File: config.mk
export PLATFORM = sky130hd
export DESIGN_NAME = ucie_debug_stream_capture
export DESIGN_NICKNAME = d
export VERILOG_FILES = /design/src/rtl/ucie_debug_stream_capture.sv
export SDC_FILE = /design/constraint.sdc
export NUM_CORES = 1
export LEC_CHECK = 0
export CORE_MARGIN = 5
export CORE_UTILIZATION = 59
export CTS_CLUSTER_DIAMETER = 60
export DETAILED_ROUTE_END_ITERATION = 10
export PLACE_DENSITY_LB_ADDON = 0.12
export SLEW_MARGIN = 0
export SYNTH_ARGS = -nofsm -noshare
export SYNTH_HDL_FRONTEND = slang
export SYNTH_SLANG_ARGS = --single-unit
File: constraint.sdc
create_clock -name clk -period 11.8 [get_ports clk]
set_input_delay 2.36 -clock clk [delete_from_list [all_inputs] [get_ports clk]]
set_output_delay 2.36 -clock clk [all_outputs]
set_load 0.05 [all_outputs]
File: src/rtl/ucie_debug_stream_capture.sv
// Debug stream capture: filters device debug beats by type, keeps a circular
// pre-trigger history, then stores a fixed number of post-trigger beats for readout.
module ucie_debug_stream_capture #(
  parameter int          DEPTH      = 8,
  parameter int          DATA_WIDTH = 32,
  parameter logic [31:0] TS_RESET   = 32'h0000_0000
) (
  input  logic                    clk,
  input  logic                    rst_n,
  input  logic                    cap_enable,
  output logic                    stream_enable,
  input  logic [DATA_WIDTH-1:0]   stream_data,
  input  logic                    stream_valid,
  input  logic [3:0]              stream_type,
  output logic                    stream_ready,
  input  logic [15:0]             type_mask,
  input  logic [3:0]              trig_type,
  input  logic                    trig_arm,
  input  logic [7:0]              post_trig_count,
  input  logic                    rd_req,
  output logic                    rd_valid,
  output logic [DATA_WIDTH-1:0]   rd_data,
  output logic [3:0]              rd_type,
  output logic [31:0]             rd_ts,
  output logic [$clog2(DEPTH):0]  fifo_level,
  output logic [1:0]              cap_state,
  output logic                    triggered,
  output logic [15:0]             drop_count
);
  localparam int AW = $clog2(DEPTH);
  localparam int EW = DATA_WIDTH + 4 + 32;

  typedef enum logic [1:0] {
    IDLE    = 2'd0,
    ARMED   = 2'd1,
    CAPTURE = 2'd2,
    DONE    = 2'd3
  } state_e;

  state_e                  state_q;
  logic [AW-1:0]           wr_ptr_q, wr_ptr_d;
  logic [AW-1:0]           rd_ptr_q, rd_ptr_d;
  logic [AW:0]             level_q, level_d;
  logic [15:0]             drop_q, drop_d;
  logic [7:0]              post_q;
  logic [31:0]             ts_q;
  logic                    se_q;
  logic                    trig_q;
  logic                    rd_valid_q;
  logic [DATA_WIDTH-1:0]   rd_data_q;
  logic [3:0]              rd_type_q;
  logic [31:0]             rd_ts_q;
  logic [EW-1:0]           mem_q [DEPTH];

  logic full, empty, accept, store, pop, overwrite, is_trig, arm;

  assign full      = (level_q == (AW+1)'(DEPTH));
  assign empty     = (level_q == '0);
  assign stream_ready = cap_enable && ((state_q == ARMED) || ((state_q == CAPTURE) && !full));
  assign accept    = stream_valid && stream_ready;
  assign store     = accept && type_mask[stream_type];
  assign pop       = rd_req && !empty;
  // Only reachable in ARMED: CAPTURE deasserts ready while full.
  assign overwrite = store && full && !pop;
  assign is_trig   = store && (stream_type == trig_type);
  assign arm       = cap_enable && trig_arm && ((state_q == IDLE) || (state_q == DONE));

  always_comb begin
    wr_ptr_d = store ? wr_ptr_q + AW'(1) : wr_ptr_q;
    rd_ptr_d = (pop || overwrite) ? rd_ptr_q + AW'(1) : rd_ptr_q;
    level_d  = level_q;
    if (store && !pop && !full) begin
      level_d = level_q + (AW+1)'(1);
    end else if (pop && !store) begin
      level_d = level_q - (AW+1)'(1);
    end
    drop_d = (overwrite && (drop_q != 16'hFFFF)) ? drop_q + 16'd1 : drop_q;
    if (arm) begin
      wr_ptr_d = '0;
      rd_ptr_d = '0;
      level_d  = '0;
      drop_d   = '0;
    end
  end

  always_ff @(posedge clk) begin
    if (store) begin
      mem_q[wr_ptr_q] <= {stream_data, stream_type, ts_q};
    end
  end

  always_ff @(posedge clk or negedge rst_n) begin
    if (!rst_n) begin
      state_q    <= IDLE;
      wr_ptr_q   <= '0;
      rd_ptr_q   <= '0;
      level_q    <= '0;
      drop_q     <= '0;
      post_q     <= '0;
      ts_q       <= TS_RESET;
      se_q       <= 1'b0;
      trig_q     <= 1'b0;
      rd_valid_q <= 1'b0;
      rd_data_q  <= '0;
      rd_type_q  <= '0;
      rd_ts_q    <= '0;
    end else begin
      ts_q       <= ts_q + 32'd1;
      se_q       <= cap_enable;
      wr_ptr_q   <= wr_ptr_d;
      rd_ptr_q   <= rd_ptr_d;
      level_q    <= level_d;
      drop_q     <= drop_d;
      rd_valid_q <= pop;
      if (pop) begin
        {rd_data_q, rd_type_q, rd_ts_q} <= mem_q[rd_ptr_q];
      end
      if (!cap_enable) begin
        state_q <= IDLE;
      end else begin
        case (state_q)
          IDLE, DONE: begin
            if (trig_arm) begin
              state_q <= ARMED;
              trig_q  <= 1'b0;
              post_q  <= '0;
            end
          end
          ARMED: begin
            if (is_trig) begin
              trig_q  <= 1'b1;
              post_q  <= post_trig_count;
              state_q <= (post_trig_count == 8'd0) ? DONE : CAPTURE;
            end
          end
          CAPTURE: begin
            // post_q is never 0 here; the beat taking it to 0 is the last stored.
            if (store) begin
              post_q <= post_q - 8'd1;
              if (post_q == 8'd1) begin
                state_q <= DONE;
              end
            end
          end
          default: state_q <= IDLE;
        endcase
      end
    end
  end

  assign stream_enable = se_q;
  assign rd_valid      = rd_valid_q;
  assign rd_data       = rd_data_q;
  assign rd_type       = rd_type_q;
  assign rd_ts         = rd_ts_q;
  assign fifo_level    = level_q;
  assign cap_state     = state_q;
  assign triggered     = trig_q;
  assign drop_count    = drop_q;
endmodule

==> flow_metrics.tcl, run 1 <==
set metrics [dict create \
    gp_congestion 0.847 \
    seq_area_sq_um 19800 \
    grt-ovfl-total 0 \
    min_period_over_period 0.559 \
    timing.final.crit_period_ns 6.59 \
    drive_gt1_frac 0.179 \
    synthesis.instances 1414 \
    hold_class "register to register" \
    synth-edff-count 544 \
    async_flop_share 0.204 \
    core_area_sq_um 44400 \
    multi_input_area_sq_um 6470 \
    fill_cells 2766 \
    power.total_mw 7.05 \
    drv_slew 0 \
    final_cell_mix "544 x edfxtp_1, 162 x clkdlybuf4s50_1, 137 x dfrtp_1" \
    fin_tns_setup_ns 0 \
    crit_buf_inv 2 \
    slew_headroom 0.213 \
    port_buffers 163 \
    post-cts-setup-buffers 0 \
    clock-root-buffer "clkbuf_16" \
    syn_avg_cell_area_sq_um 18.8 \
    yosys_warnings 0 \
    powerDensity_nw_per_um2 225 \
    post_synth_and_or_nand_nor_area_fraction 0.0461 \
    synth_top_family_by_area "multiplexers" \
    clkTransAtPathRegs_ns 0.06 \
    cts_buffer_depth 3 \
    drc_errors 0 \
    hp-start "rd_data[5]" \
    fmax_ghz 0.152 \
    final_antenna_net_count 0 \
    synth.area.top_cells "edfxtp_1 61%, dfrtp_1 13%, mux4_2 12%" \
    synth-xor-area-share 0.0194 \
    synth-main-ff-cell "edfxtp_1" \
    cp_top_family "buffers and inverters" \
    crit_chain "clkdlybuf4s50_1 -> nand2_1 -> o21ai_2 -> clkdlybuf4s50_1" \
    setup.worst_path.start "cap_enable" \
    cts_max_level 3 \
    worst_slack_ns 5.21 \
    clock-sinks 683 \
    worstPathArrival_ns 4.23 \
    grt_pass1_wl_um 81200 \
    status "complete, no violations" \
    startpoint_type "input port" \
    worstPathRequired_ns 9.44 \
    dp_cells 2124 \
    insertion_delay_ns 0.59 \
    cp_max_fo 11 \
    setup_viol 0 \
    crit_type "input port to output port" \
    start_util 0.600 \
    min_to "rd_data[5]" \
    yosysTopAreaCellShare 0.614 \
    drtPass1Iterations 5 \
    synth-seq-cells 683 \
    first_iter_violations 1068 \
    power_leakage_nw 11.0 \
    reg2reg_depth 11 \
    cts_hold_buf 0 \
    r2r-end "mem_q[5][48]" \
    die_w_um 222 \
    max_stage_delay_ns 0.85 \
    dp_hpwl_um 28200 \
    post_drt_wl_per_cell_um 22.7 \
    dp_slack_ns 5.21 \
    cp_common_cell "clkdlybuf4s50_1" \
    vias_per_cell 5.90 \
    synth-compound-area-share 0.0251 \
    routed_wl_um 51100 \
    worst_slew_pin_slew_ns 1.18 \
    r2r-start "cap_state[0]" \
    synth_cell_types 51 \
    whs_ns 0.473 \
    drv_cap 0 \
    synth_area_leader_cell "edfxtp_1" \
    final_cells 2253 \
    track_usage 0.211 \
    antennaDiodeCount 0 \
    syn_nets 1495 \
    ys_seq_area_frac 0.744 \
    grt_start_max_net_pins 92 \
    ir_drop_mv 0.217 \
    rrSetupSlack_ns 7.85 \
    via_count 13300 \
    cts_resized 0 \
    dieHeight_um 222 \
    num_rows 77 \
    antenna_found_initial 2 \
    synth_adder_area_share 0.00545 \
    hold_viol 0 \
    crit_path_end_kind "output port" \
    clock_skew_ns 0.0170 \
    dieArea_sq_um 49500 \
    cts_inserted_buffers 70 \
    netlist_area_sq_um 26600 \
    fin_nets 1685 \
    final_common_cell "edfxtp_1" \
    area_growth_pct 17.5 \
    tritoncts "yes" \
    min_path_cells 2 \
    synthMuxAreaShare 0.145 \
    cpMaxStageDelayCell "clkdlybuf4s50_1" \
    grt_pass1_vias 13900 \
    rsz0062_at_grt "false" \
    io_pins 164 \
]
-- cells in the mapped netlist (all sizes together), types with 2 or more instances --
cell type	count
a21o	2
a21oi	5
a22oi	11
a2bb2oi	2
and2	2
and3	6
and4	3
buf	32
clkbuf	34
dfrtp	139
edfxtp	544
ha	10
inv	22
mux2i	79
mux4	136
nand2	113
nand2b	4
nand3	26
nand4	8
nor2	42
nor2b	3
nor3	7
nor3b	3
nor4	18
nor4b	4
o21ai	75
o311ai	2
o31ai	9
or2	2
or3	3
xnor2	47
xor2	12
-- metrics by stage --
stage	instance area [sq um]	utilization
3_3_place_gp	28900	0.651
5_1_grt	31300	0.704
6_report	31300	0.704
2_1_floorplan	26600	-
4_1_cts	31300	0.704
3_5_place_dp	28900	0.651
-- sequential cells by signal, indices dropped and copies added, names as in the netlist --
name	cells
wr_ptr_q	3
rd_data	32
rd_valid	1
mem_q	544
rd_ptr_q	3
cap_state	2
rd_type	4
post_q	8
stream_enable	1
triggered	1
ts_q	32
fifo_level	4
rd_ts	32
drop_count	16
-- layer usage --
layer,vias to the layer above,share of wire,GRT usage
met2,372,0.49,0.344
met1,6915,0.43,0.303
li1,5941,-,-
met5,-,0.00018,0
met4,2,0.021,0.0506
met3,70,0.057,0.0434
-- logic make-up (layout without fill, tap and decap cells) --
group	count (synthesis)	in the layout
flops	683	683
simple gates	245	245
mux	216	216
compound gates	112	112
buf+inv	88	335
xor+xnor	59	59
fa+ha+maj	11	11
-- worst reg2reg max path: cells and delay by family, from the launching register on --
family,cells,cell delay (ns)
and+or+nand+nor,4,0.85
AOI/OAI and AO/OA,2,0.42
DFF,1,0.41
adders and majority gates,1,0.46
buffers and inverters,4,1.43
-- final cells by class --
class	instances	area share
clock inverter	19	0.00676
multi-input combinational	643	0.207
timing repair buffer	184	0.0576
sequential	683	0.634
inverter	22	0.00272
clock buffer	110	0.0686
tap	592	0.0237
-- report_power, final --
part,switching (mW),internal (mW),total (mW)
clock network,0.885,1.32,2.21
logic,1.11,0.794,1.90
registers,0.177,2.76,2.94
-- worst max-delay path by stage --
stage / to / depth (start not counted)
final: stream_ready / 4
after global routing: stream_ready / 4
after floorplan: mem_q[4][0] / 8
after detailed placement: stream_ready / 4
after CTS: stream_ready / 4
after global placement: stream_ready / 4
No activity file was read; power rests on OpenSTA's default activity.
==> inputs of run 2 (changes only) <==
--- a/config.mk
+++ b/config.mk
@@ -6,7 +6,7 @@
 export NUM_CORES = 1
 export LEC_CHECK = 0
 export CORE_MARGIN = 5
-export CORE_UTILIZATION = 59
+export CORE_UTILIZATION = 53
 export CTS_CLUSTER_DIAMETER = 60
 export DETAILED_ROUTE_END_ITERATION = 10
 export PLACE_DENSITY_LB_ADDON = 0.12
==> constraint.sdc (replaced) <==
create_clock -name clk -period 5.7 [get_ports clk]
set_input_delay 1.14 -clock clk [delete_from_list [all_inputs] [get_ports clk]]
set_output_delay 1.14 -clock clk [all_outputs]
set_load 0.05 [all_outputs]
==> run 2 against run 1 <==
Effect of this change:
- final area is 0.90% higher
- sequential power is 110% higher
- power is 110% higher
- non-clock buffer count is 5 higher
- wire length is 2.4% higher
- clock power is 100% higher
- cell count is 3.9% higher
- via count is 0.68% lower
- first-iteration DRC count is 32% lower
- largest power group unchanged
==> flow_metrics.tcl, run 2 (same netlist as run 1, synthesis figures left out) <==
set metrics [dict create \
    p_switching_mw 4.51 \
    io_pins 164 \
    intPower_mw 10.1 \
    slew_headroom 0.249 \
    ir_drop_mv 0.306 \
    power_leakage_nw 11.1 \
    gp_congestion 0.773 \
    hp-start "rd_type[1]" \
    clkTransAtPathRegs_ns 0.05 \
    final_cell_mix "544 x edfxtp_1, 162 x clkdlybuf4s50_1, 137 x dfrtp_1" \
    dp_hpwl_um 29300 \
    start_util 0.533 \
    cts_inserted_buffers 73 \
    r2r-start "cap_state[0]" \
    port_buffers 163 \
    tritoncts "yes" \
    final_antenna_net_count 0 \
    worstPathRequired_ns 5.92 \
    status "complete, no violations" \
    hold_class "register to register" \
    crit_type "input port to register" \
    power_frac_clock 0.310 \
    cts_buffer_depth 3 \
    setup_viol 0 \
    clock_skew_ns 0.0139 \
    cp_max_fo 29 \
    switching_share 0.309 \
    startpoint_type "input port" \
    min_period_over_period 0.761 \
    min_to "rd_type[1]" \
    final_common_cell "edfxtp_1" \
    final_cells 2341 \
    hold_viol 0 \
    area_growth_pct 18.5 \
    vias_per_cell 5.64 \
    worstPathArrival_ns 4.55 \
    dp_cells 2209 \
    num_rows 82 \
    track_usage 0.195 \
    fin_nets 1693 \
    grt_start_max_net_pins 116 \
    post_drt_wl_per_cell_um 22.4 \
    powerDensity_nw_per_um2 462 \
    crit_path_end_kind "register" \
    drv_slew 0 \
    first_iter_violations 725 \
    top_register "mem_q" \
    drtPass1Iterations 5 \
    cts_hold_buf 0 \
    core_area_sq_um 50000 \
    clock-root-buffer "clkbuf_16" \
    whs_ns 0.474 \
    cts_resized 0 \
    antenna_found_initial 1 \
    dieArea_sq_um 54800 \
    grt_pass1_wl_um 81600 \
    power.total_mw 14.6 \
    rsz0062_at_grt "false" \
    grt-ovfl-total 0 \
    die_w_um 234 \
    via_count 13200 \
    routed_wl_um 52400 \
    grt_pass1_vias 13800 \
    post-cts-setup-buffers 0 \
    antennaDiodeCount 0 \
    cts_max_level 3 \
    r2r-end "mem_q[3][21]" \
    fmax_ghz 0.231 \
    insertion_delay_ns 0.59 \
    drv_cap 0 \
    pwr-share-comb 0.276 \
    dieHeight_um 234 \
    rrSetupSlack_ns 2.17 \
    drive_gt1_frac 0.178 \
    seq_power_share 0.414 \
    worst_slew_pin_slew_ns 1.13 \
    drc_errors 0 \
    largest_reg_flops 544 \
    reg2reg_depth 9 \
    timing.final.crit_period_ns 4.34 \
    min_path_cells 2 \
    clock-sinks 683 \
]
[run 2: layout make-up]
type,instances,area [sq um]
fill,3505,18400
tap,672,841
clock inverter,16,134
multi-input combinational,643,6530
timing repair buffer,189,1950
inverter,22,85.1
clock buffer,116,2200
sequential,683,19800
[run 2: power groups by stage]
stage	Clock (mW)	Combinational (mW)	Sequential [mW]
6_report	4.53	4.03	6.04
5_1_grt	4.85	4.36	6.10
4_1_cts	4.64	4.11	6.05
3_5_place_dp	0	4.09	6.15
3_3_place_gp	0	4.07	6.13
2_1_floorplan	0	2.10	6.91
[run 2: worst max-delay path by stage]
stage / from / to / cells after the start
3_3_place_gp: stream_type[2] / mem_q[3][20] / 8
3_5_place_dp: stream_type[2] / mem_q[3][21] / 8
5_1_grt: stream_type[2] / fifo_level[3] / 12
4_1_cts: stream_type[2] / mem_q[3][44] / 8
2_1_floorplan: cap_enable / mem_q[5][0] / 8
6_report: stream_type[2] / mem_q[3][21] / 8
[run 2: critical path, cell delays in order]
cell and delay (ns):
clkdlybuf4s50_1 1.02, mux2i_1 0.18, a22oi_1 0.27, nand2_1 0.13, o22a_1 0.49, or2_2 0.50, nor3b_4 0.26, buf_4 0.50
[run 2: metrics by stage]
| step | utilization | worst slack, ns | TNS, ns | area, sq um |
|---|---|---|---|---|
| 6_report | 0.632 | 1.36 | 0 | 31600 |
| 5_1_grt | 0.632 | 1.15 | 0 | 31600 |
| 4_1_cts | 0.632 | 1.37 | 0 | 31600 |
| 3_5_place_dp | 0.585 | 0.741 | 0 | 29200 |
| 3_3_place_gp | 0.585 | 0.867 | 0 | 29200 |
| 2_1_floorplan | - | -0.253 | -50.45 | 26700 |
[run 2: metal layers]
layer / GRT usage / part of all wire
met5: 0 / 0.00025
met4: 0.0483 / 0.013
met1: 0.273 / 0.43
met2: 0.325 / 0.50
met3: 0.0368 / 0.053
